<file path="src/rtl/des_pkg.sv">
// Shared DES types, the E/P/S-box tables and the round function f(R, K).
// Table entries use the DES convention: bit 1 is the MSB of the word.
package des_pkg;

    typedef logic [31:0] des_half_t;
    typedef logic [63:0] des_block_t;
    typedef logic [47:0] des_rkey_t;

    typedef enum logic [1:0] {IDLE, RUN, DONE} des_eng_state_t;

    localparam int E_TAB [48] = '{
        32,  1,  2,  3,  4,  5,  4,  5,  6,  7,  8,  9,
         8,  9, 10, 11, 12, 13, 12, 13, 14, 15, 16, 17,
        16, 17, 18, 19, 20, 21, 20, 21, 22, 23, 24, 25,
        24, 25, 26, 27, 28, 29, 28, 29, 30, 31, 32,  1};

    localparam int P_TAB [32] = '{
        16,  7, 20, 21, 29, 12, 28, 17,  1, 15, 23, 26,  5, 18, 31, 10,
         2,  8, 24, 14, 32, 27,  3,  9, 19, 13, 30,  6, 22, 11,  4, 25};

    // Each box is flattened row-major: index = row*16 + col.
    localparam int S_TAB [8][64] = '{
        '{14, 4,13, 1, 2,15,11, 8, 3,10, 6,12, 5, 9, 0, 7,  0,15, 7, 4,14, 2,13, 1,10, 6,12,11, 9, 5, 3, 8,
           4, 1,14, 8,13, 6, 2,11,15,12, 9, 7, 3,10, 5, 0, 15,12, 8, 2, 4, 9, 1, 7, 5,11, 3,14,10, 0, 6,13},
        '{15, 1, 8,14, 6,11, 3, 4, 9, 7, 2,13,12, 0, 5,10,  3,13, 4, 7,15, 2, 8,14,12, 0, 1,10, 6, 9,11, 5,
           0,14, 7,11,10, 4,13, 1, 5, 8,12, 6, 9, 3, 2,15, 13, 8,10, 1, 3,15, 4, 2,11, 6, 7,12, 0, 5,14, 9},
        '{10, 0, 9,14, 6, 3,15, 5, 1,13,12, 7,11, 4, 2, 8, 13, 7, 0, 9, 3, 4, 6,10, 2, 8, 5,14,12,11,15, 1,
          13, 6, 4, 9, 8,15, 3, 0,11, 1, 2,12, 5,10,14, 7,  1,10,13, 0, 6, 9, 8, 7, 4,15,14, 3,11, 5, 2,12},
        '{ 7,13,14, 3, 0, 6, 9,10, 1, 2, 8, 5,11,12, 4,15, 13, 8,11, 5, 6,15, 0, 3, 4, 7, 2,12, 1,10,14, 9,
          10, 6, 9, 0,12,11, 7,13,15, 1, 3,14, 5, 2, 8, 4,  3,15, 0, 6,10, 1,13, 8, 9, 4, 5,11,12, 7, 2,14},
        '{ 2,12, 4, 1, 7,10,11, 6, 8, 5, 3,15,13, 0,14, 9, 14,11, 2,12, 4, 7,13, 1, 5, 0,15,10, 3, 9, 8, 6,
           4, 2, 1,11,10,13, 7, 8,15, 9,12, 5, 6, 3, 0,14, 11, 8,12, 7, 1,14, 2,13, 6,15, 0, 9,10, 4, 5, 3},
        '{12, 1,10,15, 9, 2, 6, 8, 0,13, 3, 4,14, 7, 5,11, 10,15, 4, 2, 7,12, 9, 5, 6, 1,13,14, 0,11, 3, 8,
           9,14,15, 5, 2, 8,12, 3, 7, 0, 4,10, 1,13,11, 6,  4, 3, 2,12, 9, 5,15,10,11,14, 1, 7, 6, 0, 8,13},
        '{ 4,11, 2,14,15, 0, 8,13, 3,12, 9, 7, 5,10, 6, 1, 13, 0,11, 7, 4, 9, 1,10,14, 3, 5,12, 2,15, 8, 6,
           1, 4,11,13,12, 3, 7,14,10,15, 6, 8, 0, 5, 9, 2,  6,11,13, 8, 1, 4,10, 7, 9, 5, 0,15,14, 2, 3,12},
        '{13, 2, 8, 4, 6,15,11, 1,10, 9, 3,14, 5, 0,12, 7,  1,15,13, 8,10, 3, 7, 4,12, 5, 6,11, 0,14, 9, 2,
           7,11, 4, 1, 9,12,14, 2, 0, 6,10,13,15, 3, 5, 8,  2, 1,14, 7, 4,10, 8,13,15,12, 9, 0, 3, 5, 6,11}};

    function automatic des_half_t des_f(input des_half_t r, input des_rkey_t k);
        des_rkey_t  x;
        des_half_t  s;
        des_half_t  p;
        logic [5:0] b;
        for (int i = 0; i < 48; i++) x[6'(47 - i)] = r[5'(32 - E_TAB[6'(i)])];
        x = x ^ k;
        // Outer bits of each 6-bit group pick the row, inner four the column.
        for (int j = 0; j < 8; j++) begin
            b = x[6'(47 - 6*j) -: 6];
            s[5'(31 - 4*j) -: 4] = 4'(S_TAB[3'(j)][{b[5], b[0], b[4:1]}]);
        end
        for (int i = 0; i < 32; i++) p[5'(31 - i)] = s[5'(32 - P_TAB[5'(i)])];
        return p;
    endfunction

endpackage

</file>
<file path="src/rtl/DES_round_wrapper.sv">
// One combinational Feistel round: L' = R, R' = L ^ f(R, K).
module DES_round_wrapper
    import des_pkg::*;
(
    input  des_half_t in_left,
    input  des_half_t in_right,
    input  des_rkey_t round_key,
    output des_half_t out_left,
    output des_half_t out_right
);

    assign out_left  = in_right;
    assign out_right = in_left ^ des_f(in_right, round_key);

endmodule

</file>
<file path="src/rtl/des_feistel_engine.sv">
// Iterative DES Feistel core: NUM_ROUNDS rounds, UNROLL chained rounds per clock,
// round keys read combinationally from an external key store via key_idx.
module des_feistel_engine
    import des_pkg::*;
#(
    parameter int NUM_ROUNDS = 16,
    parameter int UNROLL     = 1,
    parameter bit FINAL_SWAP = 1'b1,
    localparam int IDXW      = (NUM_ROUNDS > 1) ? $clog2(NUM_ROUNDS) : 1
)(
    input  logic                   clk,
    input  logic                   n_rst,
    input  logic                   clear,
    input  logic                   in_valid,
    output logic                   in_ready,
    input  logic                   in_mode,
    input  logic [63:0]            in_block,
    output logic [UNROLL*IDXW-1:0] key_idx,
    input  logic [UNROLL*48-1:0]   key_in,
    output logic                   out_valid,
    input  logic                   out_ready,
    output logic [63:0]            out_block
);

    localparam int P    = NUM_ROUNDS / UNROLL;
    localparam int CNTW = (P > 1) ? $clog2(P) : 1;

    des_eng_state_t       state;
    des_half_t            l_q, r_q;
    logic [CNTW-1:0]      cnt;
    logic                 mode_q;
    des_half_t [UNROLL:0] l_chain, r_chain;
    des_block_t           res;
    logic                 accept;

    assign in_ready   = (state == IDLE) || (state == DONE && out_ready);
    assign accept     = in_valid && in_ready;
    assign l_chain[0] = l_q;
    assign r_chain[0] = r_q;

    // Indices depend only on registered cnt/mode so the key store sees a stable address.
    for (genvar j = 0; j < UNROLL; j++) begin : g_lane
        logic [IDXW-1:0] k;
        assign k = (state == RUN) ? IDXW'(int'(cnt) * UNROLL + j) : '0;
        assign key_idx[j*IDXW +: IDXW] = mode_q ? IDXW'(NUM_ROUNDS - 1) - k : k;

        DES_round_wrapper u_round (
            .in_left   (l_chain[j]),
            .in_right  (r_chain[j]),
            .round_key (key_in[j*48 +: 48]),
            .out_left  (l_chain[j+1]),
            .out_right (r_chain[j+1])
        );
    end

    assign res = FINAL_SWAP ? {r_chain[UNROLL], l_chain[UNROLL]}
                            : {l_chain[UNROLL], r_chain[UNROLL]};

    always_ff @(posedge clk or negedge n_rst) begin
        if (!n_rst) begin
            state     <= IDLE;
            l_q       <= '0;
            r_q       <= '0;
            cnt       <= '0;
            mode_q    <= 1'b0;
            out_valid <= 1'b0;
            out_block <= '0;
        end else if (clear) begin
            state     <= IDLE;
            cnt       <= '0;
            out_valid <= 1'b0;
        end else if (accept) begin
            // Covers both IDLE and the back-to-back hand-off out of DONE.
            state     <= RUN;
            l_q       <= in_block[63:32];
            r_q       <= in_block[31:0];
            mode_q    <= in_mode;
            cnt       <= '0;
            out_valid <= 1'b0;
        end else begin
            case (state)
                RUN: begin
                    l_q <= l_chain[UNROLL];
                    r_q <= r_chain[UNROLL];
                    if (cnt == CNTW'(P - 1)) begin
                        cnt       <= '0;
                        state     <= DONE;
                        out_valid <= 1'b1;
                        out_block <= res;
                    end else begin
                        cnt <= cnt + 1'b1;
                    end
                end
                DONE: if (out_ready) begin
                    state     <= IDLE;
                    out_valid <= 1'b0;
                end
                default: state <= IDLE;
            endcase
        end
    end

endmodule
</file>
<file path="config.mk">
export PLATFORM = sky130hd
export DESIGN_NAME = des_feistel_engine
export DESIGN_NICKNAME = d
export VERILOG_FILES = /design/src/rtl/des_pkg.sv /design/src/rtl/DES_round_wrapper.sv /design/src/rtl/des_feistel_engine.sv
export SDC_FILE = /design/constraint.sdc
export NUM_CORES = 1
export LEC_CHECK = 0
export ABC_AREA = 1
export ABC_CLOCK_PERIOD_IN_PS = 3900
export BUFFER_PORTS_ARGS = -buffer_cell sky130_fd_sc_hd__buf_2
export CAP_MARGIN = 20
export CORE_MARGIN = 5
export CORE_UTILIZATION = 49
export DETAILED_ROUTE_END_ITERATION = 7
export GPL_TIMING_DRIVEN = 0
export PLACE_DENSITY = 0.86
export SYNTH_ARGS = -nofsm -noshare
export SYNTH_HDL_FRONTEND = slang
export SYNTH_SLANG_ARGS = --single-unit
</file>
<file path="constraint.sdc">
create_clock -name clk -period 3.9 [get_ports clk]
set_clock_uncertainty 0.1 [all_clocks]
set_input_delay 1.17 -clock clk [delete_from_list [all_inputs] [get_ports clk]]
set_output_delay 1.17 -clock clk [all_outputs]
set_load 0.02 [all_outputs]
</file>
==> flow_summary.yaml <==
status:
  status: "complete, no violations"
detailed_routing:
  vias: 2477
  dr.pass1.iters: 4
  antenna_left: 0
  drt-vias-per-instance: 4.40
  wl_mm: 7.01
  drcViolationCount: 0
  wl_per_cell_um: 12.4
  drt_iter0_drc: 48
pwr:
  combinationalPowerShare_pct: 23.2
  swShare_pct: 32.4
  p_per_area_mw_per_mm2: 418
  clkPwrFrac_pct: 28.9
  internal_power_mw: 1.23
  p_leak_nw: 2.32
  ir_drop_mv: 0.167
  seqPwrFrac_pct: 47.9
  p_switching_mw: 0.591
job:
  maxCapViolCount: 0
layout:
  utilization_pct: 60.7
  diodes: 0
  fin_nets: 581
  stdcell_area_mm2: 0.00436
  mostFrequentLayoutCells: "74 x buf_2, 72 x dfrtp_1, 65 x nand2_1"
  drive_gt1_share_pct: 49.6
  layout_commonest_cell: "buf_2"
  syn_to_final_growth_pct: 22.2
clocking:
  cts_num_sinks: 72
  clk_pin_slew_worst_paths_ps: 80
  htreeDepth: 3
  cts-root-buf: "clkbuf_8"
  insertion_delay_ps: 330
  cts_setup_buffers: 0
  hold_buffers: 0
  postCtsResizedCells: 0
  clock_path_buffers: 2
  cts_tree: "built"
  cts_made_buffers: 9
critical_path:
  start_kind: "input port"
  endpoint_kind: "output pin"
  reg2reg_depth: 9
  crit_arrival_ps: 1650
  r2r_setup_slack_ps: 2190
  critPathMaxFanout: 3
  crit_required_ps: 2630
  path_class: "in2out"
sta:
  hold_viol_final: 0
  max_freq_mhz: 342
  slew_headroom_pct: 38.3
  finalSetupViolations: 0
  min_period_over_period_pct: 74.9
  slew_violations: 0
  whs_ps: 384
  rsz0062_at_grt: "no"
  final.setup.tns_ps: 0
  worst_pin_slew_ps: 926
  fin_crit_ps: 2920
  fin_ws_ps: 977
floorplan:
  initial_core_util_pct: 49.7
  ios: 188
  dieArea_mm2: 0.00908
  die_w_um: 95.3
  core_mm2: 0.00718
  dieHeight_um: 95.3
  rows: 31
synthesis:
  synth_top_family_by_area: "compound AO/OA/AOI/OAI gates"
  yosys.area_share.simple_pct: 15.0
  yosysSeqAreaShare_pct: 50.5
  synth-seq-cells: 72
  synth_mux_area_share_pct: 0
  synth_compound_area_share_pct: 16.0
  yosys.area.top_type_share_pct: 50.5
  yosys_warnings: 0
  synth.distinct_cells: 24
  synth_top_cells_by_area: "dfrtp_1 51%, o21ai_2 16%, nand2_1 6.8%"
  synthCells: 342
  syn-mean-instance-area_um2: 10.4
  synth_fa_ha_area_share_pct: 1.40
  synth_area_leader_cell: "dfrtp_1"
  yosys.area_share.xor_xnor_pct: 1.47
  syn_area_mm2: 0.00357
grt:
  grt_pass1_wl_mm: 11.6
  grt_overflow: 0
  grt_max_degree: 73
  antenna_found_initial: 0
  grt_util_all_layers_pct: 16.5
  grt_pass1_vias: 2498
placed_design:
  placed_cell_area_mm2: 0.00418
  dpl.hpwl_mm: 5.14
  place_congestion: 0.803
  io_buffers: 75
  place_ws_ps: 972
hold_path:
  hold_class: "reg2reg"
  worstHoldPathCells: 2
per-layer routing:
metal	GRT usage, %	wire length (um)
met2	26.8	3370
met3	3.95	514
met5	0	0
met1	22.1	3060
met4	4.69	69
power by group through the flow:
stage | Clock [mW] | Sequential [mW] | Combinational, mW
after floorplan | 0 | 0.905 | 0.300
after global placement | 0 | 0.884 | 0.414
after detailed placement | 0 | 0.888 | 0.428
after CTS | 0.539 | 0.873 | 0.429
after global routing | 0.574 | 0.882 | 0.472
final | 0.526 | 0.873 | 0.422
metrics by stage:
| step | power (mW) | std cells |
|---|---|---|
| 2_1_floorplan | 1.20 | 373 |
| 3_3_place_gp | 1.30 | 547 |
| 3_5_place_dp | 1.32 | 547 |
| 4_1_cts | 1.84 | 563 |
| 5_1_grt | 1.93 | 563 |
| 6_report | 1.82 | 563 |
cell type report:
cell class,count,area (um^2)
well taps,99,124
clock inverters,6,45.0
repair buffers,75,378
clock buffers,10,128
plain buffers,45,387
multi-input cells,213,1330
flip-flops and latches,72,1800
inverters,43,166
fillers,635,2820
cell usage after synthesis:
master,number
dfrtp_1,72
nand2_1,65
o21ai_2,64
inv_1,39
buf_4,32
nand2_2,22
buf_6,13
nor2_1,6
nand3_1,5
xor2_1,5
ha_1,4
a21oi_1,2
inv_2,2
clkinv_1,1
conb_1,1
inv_6,1
nand2_4,1
nand2_8,1
nand3_2,1
nand3_4,1
nand3b_4,1
nand4_1,1
nor2_8,1
xnor2_1,1
path summary, 6_finish.rpt:
kind,startpoint,endpoint
setup / recovery,out_ready,in_ready
hold / removal,out_block[0],out_block[0]
setup reg to reg,state[0],out_block[5]
hold reg to reg,out_block[0],out_block[0]
max in group asynchronous,n_rst,r_q[24]
min in group asynchronous,n_rst,out_valid
logic make-up (layout without fill, tap and decap cells):
kind of cell | Yosys count | count (layout)
AOI/OAI and AO/OA | 66 | 66
xor gates and xnor gates | 6 | 6
adders and majority gates | 4 | 4
buffers and inverters | 88 | 179
DFF | 72 | 72
other | 1 | 32
and+or+nand+nor | 105 | 105
state kept, by name, summed over array words and instances (netlist names):
register	cells
out_block	32
out_valid	1
state	2
mode_q	1
cnt	4
r_q	32
critical path, stage by stage:
cell,delay [ps]
buf_2,100
nand2_1,60
nand2_2,130
buf_2,190
No activity file was read; power rests on OpenSTA's default activity.
